==> src/rtl/serial_divider_8bit_pkg.sv <==
// Shared types and sizing for the serial restoring divider.
package div_pkg;

    localparam int unsigned DIV_WIDTH_DEFAULT = 8;

    typedef enum logic [1:0] {
        IDLE = 2'd0,
        RUN  = 2'd1,
        DONE = 2'd2
    } div_state_t;

    function automatic int unsigned div_cnt_width(input int unsigned width);
        return (width > 2) ? $clog2(width) : 1;
    endfunction

endpackage

==> src/rtl/serial_divider_8bit_if.sv <==
// Start/busy/done handshake and operand/result bus of the serial divider.
interface serial_divider_8bit_if #(
    parameter int unsigned WIDTH = 8
);
    logic             start;
    logic [WIDTH-1:0] dividend;
    logic [WIDTH-1:0] divisor;
    logic             busy;
    logic             done;
    logic [WIDTH-1:0] quotient;
    logic [WIDTH-1:0] remainder;
    logic             div_by_zero;

    modport master (
        output start, dividend, divisor,
        input  busy, done, quotient, remainder, div_by_zero
    );

    modport slave (
        input  start, dividend, divisor,
        output busy, done, quotient, remainder, div_by_zero
    );
endinterface

==> src/rtl/serial_divider_8bit_trial_subtractor.sv <==
// Combinational N-bit trial subtraction; borrow is the sign bit of the difference.
module trial_subtractor #(
    parameter int unsigned N = 9
) (
    input  logic [N-1:0] a,
    input  logic [N-1:0] b,
    output logic [N-1:0] diff,
    output logic         borrow
);
    always_comb begin
        diff   = a - b;
        borrow = diff[N-1];
    end
endmodule

==> src/rtl/serial_divider_8bit.sv <==
// Multi-cycle unsigned restoring divider, one quotient bit per clock, MSB first.
module serial_divider_8bit
    import div_pkg::*;
#(
    parameter int unsigned WIDTH = DIV_WIDTH_DEFAULT
) (
    input logic                  clk,
    input logic                  rst,
    serial_divider_8bit_if.slave bus
);
    localparam int unsigned CW = div_cnt_width(WIDTH);
    localparam logic [CW-1:0] CNT_LAST = CW'(WIDTH - 1);

    div_state_t       state, state_n;
    logic [CW-1:0]    cnt, cnt_n;
    logic [WIDTH:0]   p, p_n;
    logic [WIDTH-1:0] q, q_n;
    logic [WIDTH-1:0] dvsr, dvsr_n;
    logic [WIDTH-1:0] quo, quo_n;
    logic [WIDTH-1:0] rem, rem_n;
    logic             dbz, dbz_n;
    logic             busy_r, done_r;

    logic [WIDTH:0]   trial_a, trial_b, trial_diff;
    logic             trial_borrow;

    // Shift the next dividend bit into the partial remainder before the trial.
    always_comb begin
        trial_a = {p[WIDTH-1:0], q[WIDTH-1]};
        trial_b = {1'b0, dvsr};
    end

    trial_subtractor #(.N(WIDTH + 1)) u_trial (
        .a      (trial_a),
        .b      (trial_b),
        .diff   (trial_diff),
        .borrow (trial_borrow)
    );

    always_comb begin
        state_n = state;
        cnt_n   = cnt;
        p_n     = p;
        q_n     = q;
        dvsr_n  = dvsr;
        quo_n   = quo;
        rem_n   = rem;
        dbz_n   = dbz;
        case (state)
            IDLE, DONE: begin
                if (bus.start) begin
                    dvsr_n = bus.divisor;
                    if (bus.divisor == '0) begin
                        state_n = DONE;
                        quo_n   = '1;
                        rem_n   = bus.dividend;
                        dbz_n   = 1'b1;
                    end else begin
                        state_n = RUN;
                        cnt_n   = CNT_LAST;
                        p_n     = '0;
                        q_n     = bus.dividend;
                        dbz_n   = 1'b0;
                    end
                end else if (state == DONE) begin
                    state_n = IDLE;
                end
            end
            RUN: begin
                p_n   = trial_borrow ? trial_a : trial_diff;
                q_n   = {q[WIDTH-2:0], ~trial_borrow};
                cnt_n = cnt - 1'b1;
                if (cnt == '0) begin
                    state_n = DONE;
                    quo_n   = q_n;
                    rem_n   = p_n[WIDTH-1:0];
                end
            end
            default: state_n = IDLE;
        endcase
    end

    always_ff @(posedge clk) begin
        if (rst) begin
            state  <= IDLE;
            cnt    <= '0;
            p      <= '0;
            q      <= '0;
            dvsr   <= '0;
            quo    <= '0;
            rem    <= '0;
            dbz    <= 1'b0;
            busy_r <= 1'b0;
            done_r <= 1'b0;
        end else begin
            state  <= state_n;
            cnt    <= cnt_n;
            p      <= p_n;
            q      <= q_n;
            dvsr   <= dvsr_n;
            quo    <= quo_n;
            rem    <= rem_n;
            dbz    <= dbz_n;
            busy_r <= (state_n == RUN);
            done_r <= (state_n == DONE);
        end
    end

    assign bus.busy        = busy_r;
    assign bus.done        = done_r;
    assign bus.quotient    = quo;
    assign bus.remainder   = rem;
    assign bus.div_by_zero = dbz;
endmodule

==> src/flat_wrapper.sv <==
// flat-port wrapper written by rule: the top's interface ports become plain ports
module serial_divider_8bit_flat import div_pkg::*;
#(
    parameter int unsigned WIDTH = DIV_WIDTH_DEFAULT
)
  (clk, rst, bus_start, bus_dividend, bus_divisor, bus_busy, bus_done, bus_quotient, bus_remainder, bus_div_by_zero);
  serial_divider_8bit_if #(.WIDTH(WIDTH)) bus_i ();
  input logic clk;
  input logic rst;
  input wire logic [$bits(bus_i.start)-1:0] bus_start;
  input wire logic [$bits(bus_i.dividend)-1:0] bus_dividend;
  input wire logic [$bits(bus_i.divisor)-1:0] bus_divisor;
  output wire logic [$bits(bus_i.busy)-1:0] bus_busy;
  output wire logic [$bits(bus_i.done)-1:0] bus_done;
  output wire logic [$bits(bus_i.quotient)-1:0] bus_quotient;
  output wire logic [$bits(bus_i.remainder)-1:0] bus_remainder;
  output wire logic [$bits(bus_i.div_by_zero)-1:0] bus_div_by_zero;
  assign bus_i.start = bus_start;
  assign bus_i.dividend = bus_dividend;
  assign bus_i.divisor = bus_divisor;
  assign bus_busy = bus_i.busy;
  assign bus_done = bus_i.done;
  assign bus_quotient = bus_i.quotient;
  assign bus_remainder = bus_i.remainder;
  assign bus_div_by_zero = bus_i.div_by_zero;
  serial_divider_8bit #(.WIDTH(WIDTH)) u_core (.clk(clk), .rst(rst), .bus(bus_i));
endmodule
==> config.mk <==
export PLATFORM = sky130hd
export DESIGN_NAME = serial_divider_8bit_flat
export DESIGN_NICKNAME = d
export VERILOG_FILES = /design/src/rtl/serial_divider_8bit_pkg.sv /design/src/rtl/serial_divider_8bit_if.sv /design/src/rtl/serial_divider_8bit_trial_subtractor.sv /design/src/rtl/serial_divider_8bit.sv /design/src/flat_wrapper.sv
export SDC_FILE = /design/constraint.sdc
export NUM_CORES = 1
export LEC_CHECK = 0
export ABC_AREA = 1
export BUFFER_PORTS_ARGS = -buffer_cell sky130_fd_sc_hd__buf_4
export CORE_ASPECT_RATIO = 1.4
export CORE_MARGIN = 1
export CORE_UTILIZATION = 51
export CTS_CLUSTER_SIZE = 28
export DETAILED_ROUTE_END_ITERATION = 16
export PLACE_DENSITY = 0.75
export RECOVER_POWER = 25
export SLEW_MARGIN = 5
export SYNTH_ARGS = -nofsm -noshare
export SYNTH_HDL_FRONTEND = slang
export SYNTH_SLANG_ARGS = --single-unit
==> constraint.sdc <==
create_clock -name clk -period 1.6 [get_ports clk]
set_input_delay 0.08 -clock clk [delete_from_list [all_inputs] [get_ports clk]]
set_output_delay 0.08 -clock clk [all_outputs]
set_load 0.005 [all_outputs]
# Word-level counts from Yosys, hierarchy flattened
# Cells that the tools add are included.
[totals]
ram_bits = 0
in_bits = 19
romBits = 0
memories = 0
latch_bits = 0
register_bits = 48
output_inout_bits = 19
[classes]
mul = 0
n_addsub = 2
eq_ne = 8
bitwise_logic = 1
n_div = 0
muxes = 24
shifts = 0
reduce_logical = 8
order_cmp = 0
[ops]
columns = ["op", "n"]
rows = [
  ["$mux 8", 11],
  ["$pmux 8 s2", 4],
  ["$sub 9x8->9", 1],
  ["$logic_not 8->1", 1],
  ["$mux 2", 4],
  ["$mux 3", 2],
  ["$pmux 3 s2", 1],
  ["$eq 2x1->1 const B", 2],
  ["$eq 2x2->1 const B", 2],
  ["$ne 2x1->1 const B", 2],
  ["$ne 2x2->1 const B", 2],
  ["$pmux 2 s2", 1],
  ["$reduce_and 4->1", 1],
  ["$logic_not 3->1", 1],
  ["$reduce_and 3->1", 1],
  ["$sub 3x1->3 const B", 1],
  ["$logic_not 2->1", 1],
  ["$reduce_and 2->1", 1],
  ["$reduce_bool 2->1", 1],
  ["$reduce_or 2->1", 1],
  ["$mux 1", 1],
  ["$not 1->1", 1],
]

# Longest topological paths before layout
# Gate-level depths: netlist (run 1).
[depth]
ltp_word = 5
depth_mapped = 14
ltp_nobuf = 14

# Modules after synthesis
# A second synthesis (run 1) with hierarchy kept.
[unflattened]
hier_cells = 427
hier_area_um2 = 2773.9
[by_module_without_submodules]
columns = ["mod", "seq_area_each_um2", "cells_per_inst", "area_per_inst_um2", "instances"]
rows = [
  ["serial_divider_8bit", 960.9, 342, 2322.2, 1],
  ["trial_subtractor", 0.0, 85, 451.7, 1],
]

# Least setup slack after synthesis (run 1)
# OpenSTA, ideal clock, no wires.
[synth_path]
path_type = "register -> register"
start = "reg u_core.q[7]"
end = "reg u_core.rem[7] (netlist: u_core.bus.remainder[7])"
period_less_slack_ps = 1725
stages_incl_launch_ff = 15
path_buffers = 0
path_slack_ps = -125
t_arrival_ps = 1616
setup_time_ps = 109
cell_sequence = "dfxtp_1 inv_1 ha_1 inv_1 fa_1 nand2_1 nand2_2 nand3_2 nand2_2 nand2_2 nand2_4 nand3_2 nand3_1 nand2_1 inv_1"
[synth_via]
elab_chain_cells = 4
[synth_rtl]
columns = ["element", "line_no", "text"]
rows = [
  ["start, declared", "serial_divider_8bit.sv:17", "logic [WIDTH-1:0] q, q_n;"],
  ["start signal, assigned", "serial_divider_8bit.sv:99", "q <= q_n;"],
  ["$sub 9x8->9", "serial_divider_8bit_trial_subtractor.sv:11", "diff = a - b;"],
  ["$mux 8", "serial_divider_8bit.sv:70", "p_n = trial_borrow ? trial_a : trial_diff;"],
  ["$mux 8", "serial_divider_8bit.sv:73", "if (cnt == '0) begin"],
  ["$pmux 8 s2", "serial_divider_8bit.sv:49", "case (state)"],
  ["end signal, assigned", "serial_divider_8bit.sv:102", "rem <= rem_n;"],
  ["end, declared", "serial_divider_8bit.sv:20", "logic [WIDTH-1:0] rem, rem_n;"],
]
# No other way between the ends. The select of a mux whose other input is x is not followed.
# A chain may end at the register's enable or synchronous reset.

# Worst setup path after layout (run 1)
[layout_path]
start = "reg u_core.q[7]"
end = "reg u_core.p[2]"
[layout_via]
elab_chain_cells = 3
[layout_rtl]
columns = ["element", "line_no", "text"]
rows = [
  ["$sub 9x8->9", "serial_divider_8bit_trial_subtractor.sv:11", ""],
  ["$mux 8", "serial_divider_8bit.sv:70", ""],
  ["$pmux 8 s2", "serial_divider_8bit.sv:49", ""],
  ["end signal, assigned", "serial_divider_8bit.sv:98", "p <= p_n;"],
  ["end, declared", "serial_divider_8bit.sv:16", "logic [WIDTH:0] p, p_n;"],
]
# No other way between the ends.

==> results.cfg, run 1 <==
[routing]
firstDrtPassIters = 4
wirelength_mm = 6.48
drc = 0
route.antenna.remaining_nets = 0
viasPerCell = 5.10
drt_iter0_markers = 96
vias = 2561
wl_per_cell_um = 12.9

[pwr]
power.total_mw = 3.38
power.density_nw_per_um2 = 978
leakagePower_nw = 1.84
p_seq_frac = 0.400
clockPowerShare = 0.262
p_sw_frac = 0.341
ir_drop_v = 0.000684
comb_power_share = 0.338
intPower_mw = 2.23
switchingPower_mw = 1.15

[die]
rows = 30
die_x_um = 62.3
design.core.area_um2 = 4880
ios = 38
die-area_um2 = 5390
start_util = 0.533
fp.dieH_um = 86.5

[cts]
clock_sinks = 48
clk_path_buf_depth = 2
path_clk_slew_ps = 90
cts.htree.levels = 2
cts_root_buf = clkbuf_8
cts_tree = yes
cts_inserted_buffers = 5
insertion_delay_ps = 310

[setup_path]
end_kind = flip-flop
crit_path_max_fanout = 4
path_cells = inv_2, ha_4, inv_4, fa_2, nand2_2, nand2_4, nand3_4, nand3_2, nand2_4, nand3_2, nand3_1, nand2_1, inv_1
cp.required_ps = 1860
start_kind = flip-flop
critPathMaxStageDelay_ps = 340
slowest_stage = dfxtp_2
crit_type = reg -> reg
worst_ep_arrival_time_ps = 2150

[sta]
fin_ws_ps = -288
whs_ps = 66.3
rsz0062_at_grt = true
hold_viol_final = 0
timing_worst_slew_pin_value_ps = 350
max_clock_freq_mhz = 530
fin_crit_sh = 1.18
finalSetupViolCount = 18
relSlewSlack = 0.766
skew_ps = 10.8
slew_violations = 0
period_minus_slack_ps = 1890

[run_status]
status = complete, but fails checks
violations = negative setup slack

[global_routing]
antenna_found_initial = 0
grt_pass1_vias = 2429
grt_max_degree = 42
grt-ovfl-total = 0
grt_pass1_wl_mm = 10.8
grt_usage = 0.253

[run]
drv_cap = 0

[layout]
fin_nets = 467
syn2layout_area_growth_pct = 32.9
final_cells = 502
antenna_cells = 0
drive_above_1_share = 0.304

[yosys]
ys_warn_count = 0
synth_top_area_cell = dfxtp_1
synth_area_leaders = dfxtp_1 (37%), inv_1 (11%), nand2_1 (9.8%), nand3_1 (7.3%), o21ai_0 (5.6%)
syn-num-nets = 400
ys_ff_latch = 48
synth.distinct_cells = 28
synth.top_cell.area_share = 0.370
synth-seq-area-share = 0.370
avgSynthCellArea_um2 = 7.03
syn_area_um2 = 2600
synth_cells = 370

[min_path]
hp-class = in -> reg

[placed_design]
place_congestion = 0.824
dp_hpwl_mm = 4.28
dp.cells = 487
portBuffers = 37
## timing repair
item,CTS,global route
gates cloned,2,0
hold buffers,1,0
endpoints found under the setup margin,18,25
hold endpoints to repair,4,0
setup buffers,3,1
gates resized for setup,21,11
pin swaps,11,1
## per-stage QoR
step	area (um^2)	util	worst slack [ps]	TNS [ps]
2_1_floorplan	2620	-	-52.9	-676
3_3_place_gp	3140	0.643	-141	-1790
3_5_place_dp	3140	0.643	-173	-2650
4_1_cts	3400	0.697	-160	-2650
5_1_grt	3450	0.708	-370	-5790
6_report	3450	0.708	-288	-3900
## power groups by stage
stage / logic (mW) / clock network (mW) / registers (mW)
global placement: 0.944 / 0 / 1.37
CTS: 1.08 / 0.894 / 1.35
finish: 1.14 / 0.886 / 1.35
detailed placement: 0.963 / 0 / 1.38
floorplan: 0.635 / 0 / 1.37
global route: 1.27 / 0.953 / 1.36
## final cells by class
| type | instances | area, um^2 |
|---|---|---|
| Clock inverter | 3 | 42.5 |
| Clock buffer | 5 | 68.8 |
| Inverter | 79 | 304 |
| Timing Repair Buffer | 73 | 563 |
| Tap cell | 64 | 80.1 |
| Multi-Input combinational cell | 230 | 1430 |
| Fill cell | 393 | 1430 |
| Sequential cell | 48 | 963 |
## cells by family (layout without fill, tap and decap cells)
kind of cell             Yosys count  after routing  share of synthesized area
AND/OR/NAND/NOR                  144            146                      0.269
adder cells (fa/ha/maj)           11             11                     0.0558
flip-flops                        48             48                      0.370
buffers and inverters             94            160                      0.147
AO/OA/AOI/OAI                     70             70                      0.148
XOR/XNOR                           3              3                     0.0101
## worst paths after layout
path,startpoint,to,slack [ps],depth (start not counted)
setup / recovery,u_core.q[7],u_core.p[2],-290,13
hold / removal,bus_divisor[6],u_core.dvsr[6],70,3
setup reg to reg,u_core.q[7],u_core.p[2],-290,13
hold reg to reg,u_core.q[4],u_core.q[4],480,2
## registers in the layout (all words and copies together) (netlist names)
signal	count
u_core.bus.busy	1
u_core.bus.div_by_zero	1
u_core.bus.done	1
u_core.bus.quotient	8
u_core.bus.remainder	8
u_core.cnt	3
u_core.dvsr	8
u_core.p	8
u_core.q	8
u_core.state	2
## placed cells by master, fill, tap and decap left out, types with 2 or more instances in the layout
| cell | instances |
|---|---|
| inv_1 | 74 |
| xor2_1 | 2 |
| a21oi_1 | 25 |
| o21ai_0 | 29 |
| nor2_1 | 14 |
| nand2_4 | 8 |
| nand4_1 | 2 |
| nand3_1 | 22 |
| nand2_1 | 65 |
| clkbuf_4 | 11 |
| dfxtp_1 | 46 |
| dfxtp_2 | 2 |
| inv_2 | 3 |
| nand2_2 | 6 |
| ha_1 | 9 |
| nand3_2 | 25 |
| o21ai_1 | 3 |
| clkbuf_8 | 5 |
| o211ai_1 | 10 |
| buf_4 | 60 |
## per-layer routing
| layer | global-route usage | vias to the layer above | share of wire |
|---|---|---|---|
| met5 | 0 | - | 0 |
| met4 | 0.112 | 0 | 0.025 |
| met3 | 0.0303 | 19 | 0.031 |
| met2 | 0.479 | 55 | 0.54 |
| met1 | 0.283 | 1184 | 0.40 |
| li1 | - | 1303 | - |
## cell usage after synthesis
cell type and instances:
a21oi_1 25, a21oi_2 1, a31oi_1 1, buf_2 5
buf_4 4, buf_6 1, clkbuf_1 5, dfxtp_1 48
fa_1 1, ha_1 10, inv_1 76, inv_2 3
nand2_1 68, nand2_2 7, nand2_4 2, nand3_1 38
nand3_2 10, nand4_1 2, nor2_1 14, nor2_2 1
nor2_4 1, o211a_1 1, o211ai_1 10, o21ai_0 29
o21ai_1 3, or2_1 1, xnor2_1 1, xor2_1 2
## critical path, delay by kind of cell (launching register included)
| family | cells | cell delay (ps) |
|---|---|---|
| simple gates | 8 | 860 |
| fa+ha+maj | 2 | 470 |
| flops | 1 | 340 |
| buf+inv | 3 | 170 |
Note: power is estimated with default switching activity, not from simulation.
==> inputs of run 2 (changes only) <==
Settings changed: CORE_UTILIZATION 51 to 57, PLACE_DENSITY 0.75 to unset, PLACE_DENSITY_LB_ADDON set to 0.2.
Clock period 1.6 ns to 1.9 ns, I/O delays scaled along.
==> run 2 against run 1 <==
The flow still finishes with violations (negative setup slack); sequential share of layout area grew 1.1 points; cell area is 3.7% lower; global-route usage fell by 0.46 points; sequential cell count unchanged; routed wire length up 3.9%; maximum frequency fell by 3.3%; largest power group unchanged; first-iteration DRC count is 28% higher; non-clock buffer count shrank 24; register-to-register slack gained 240 ps; combinational power fell by 16%; sequential power fell by 15%; total power shrank 18%.
==> results.cfg, run 2 (same netlist as run 1, synthesis figures left out) <==
[run_status]
status = complete, but fails checks
violations = negative setup slack

[sta]
relSlewSlack = 0.679
fin_tns_setup_ps = -250
slew_violations = 0
finalSetupViolCount = 10
whs_ps = 69.7
fin_ws_ps = -53.0
max_clock_freq_mhz = 512
timing_worst_slew_pin_value_ps = 481
rsz0062_at_grt = true
fin_crit_sh = 1.03
hold_viol_final = 0
skew_ps = 6.62
period_minus_slack_ps = 1950

[placed_design]
portBuffers = 37
pre_cts_slack_ps = -6.11
dp.cells = 458
place_congestion = 0.839
dp_hpwl_mm = 4.02
dpl_cell_area_um2 = 2910

[setup_path]
crit_path_max_fanout = 4
slowest_stage = fa_2
critPathBufInv = 3
worst_ep_arrival_time_ps = 2170
start_kind = flip-flop
path_cells = inv_2, ha_4, inv_4, fa_2, nand2_2, nand2_4, nand3_4, nand2_4, nand2_4, nand2_4, nand3_2, nand3_1, nand2_1, inv_1
end_kind = flip-flop
critPathMaxStageDelay_ps = 380
startpoint = u_core.q[7]
crit_family = simple AND/OR/NAND/NOR gates
rrSetupSlack_ps = -50
crit_type = reg -> reg
r2r_start = u_core.q[7]
cpMostUsedCell = nand2_4
cp.required_ps = 2110

[cts]
insertion_delay_ps = 310
cts.htree.levels = 2
path_clk_slew_ps = 90
cts_tree = yes
cts_inserted_buffers = 5
clk_path_buf_depth = 2
clock_sinks = 48
cts_root_buf = clkbuf_8

[pwr]
power.density_nw_per_um2 = 829
p_sw_frac = 0.364
clockPowerShare = 0.235
ir_drop_v = 0.000677
p_seq_frac = 0.416
intPower_mw = 1.76
switchingPower_mw = 1.00
leakagePower_nw = 1.73
comb_power_share = 0.348
power.total_mw = 2.76

[layout]
regArea_um2 = 963
final_cell_mix = inv_1 (72), nand2_1 (65), dfxtp_1 (46)
multi_input_area_um2 = 1530
fin_area_um2 = 3330
fin_nets = 443
n_fill_cell = 330
drive_above_1_share = 0.278
final_util = 0.772
final_cells = 474
syn2layout_area_growth_pct = 28.0
final_common_cell = inv_1
antenna_cells = 0

[routing]
firstDrtPassIters = 5
route.antenna.remaining_nets = 0
wirelength_mm = 6.73
viasPerCell = 5.26
drc = 0
wl_per_cell_um = 14.2
drt_iter0_markers = 123
vias = 2491

[die]
start_util = 0.603
die-area_um2 = 4840
rows = 28
fp.dieH_um = 81.9
die_x_um = 59.1
ios = 38
design.core.area_um2 = 4310

[run]
drv_cap = 0

[global_routing]
grt_usage = 0.249
grt_pass1_wl_mm = 9.15
antenna_found_initial = 0
grt_max_degree = 25
grt-ovfl-total = 0
grt_pass1_vias = 2177

[min_path]
hp-start = bus_divisor[7]
hp-class = in -> reg
[run 2: changes by cell type in the layout (fill, tap and decap cells not counted), sizes merged]
cell and delta:
bufinv -1, buf -26, clkbuf +4, clkinv -1
[run 2: cell type report]
cell class              count  area share
inverters                  79      0.0898
clock inverters             1     0.00226
clock buffers               7      0.0259
well taps                  60      0.0226
flip-flops and latches     48       0.289
multi-input cells         230       0.459
repair buffers             49       0.111
[run 2: repair_timing]
item	in CTS	in global routing
resized for setup	1	49
setup endpoints to repair	15	17
hold endpoints to repair	4	0
cloned	0	2
setup buffers	0	5
hold buffers	1	0
pin swaps	1	13
[run 2: metal layers]
| metal | GRT usage | routed length (um) | up-vias |
|---|---|---|---|
| met5 | 0 | 0 | - |
| met2 | 0.449 | 3620 | 59 |
| met1 | 0.286 | 2740 | 1161 |
| met3 | 0.0394 | 202 | 15 |
| met4 | 0.102 | 167 | 0 |
| li1 | - | - | 1256 |
[run 2: worst paths after layout]
kind / depth (start not counted) / endpoint
worst min register to register: 2 / u_core.q[5]
worst max register to register: 14 / u_core.p[0]
worst max-delay path: 14 / u_core.p[0]
worst min-delay path: 3 / u_core.dvsr[7]
[run 2: worst min-delay path: cells and delay by family]
kind / cells / cell delay [ps]
compound gates: 2 / 170
buf+inv: 1 / 80
[run 2: power by group through the flow]
stage                     combinational [mW]  clock [mW]  sequential [mW]
final                                  0.961       0.650             1.15
after global placement                 0.701           0             1.16
after floorplan                        0.531           0             1.15
after detailed placement               0.713           0             1.16
after global routing                    1.04       0.699             1.16
after CTS                              0.724       0.652             1.14
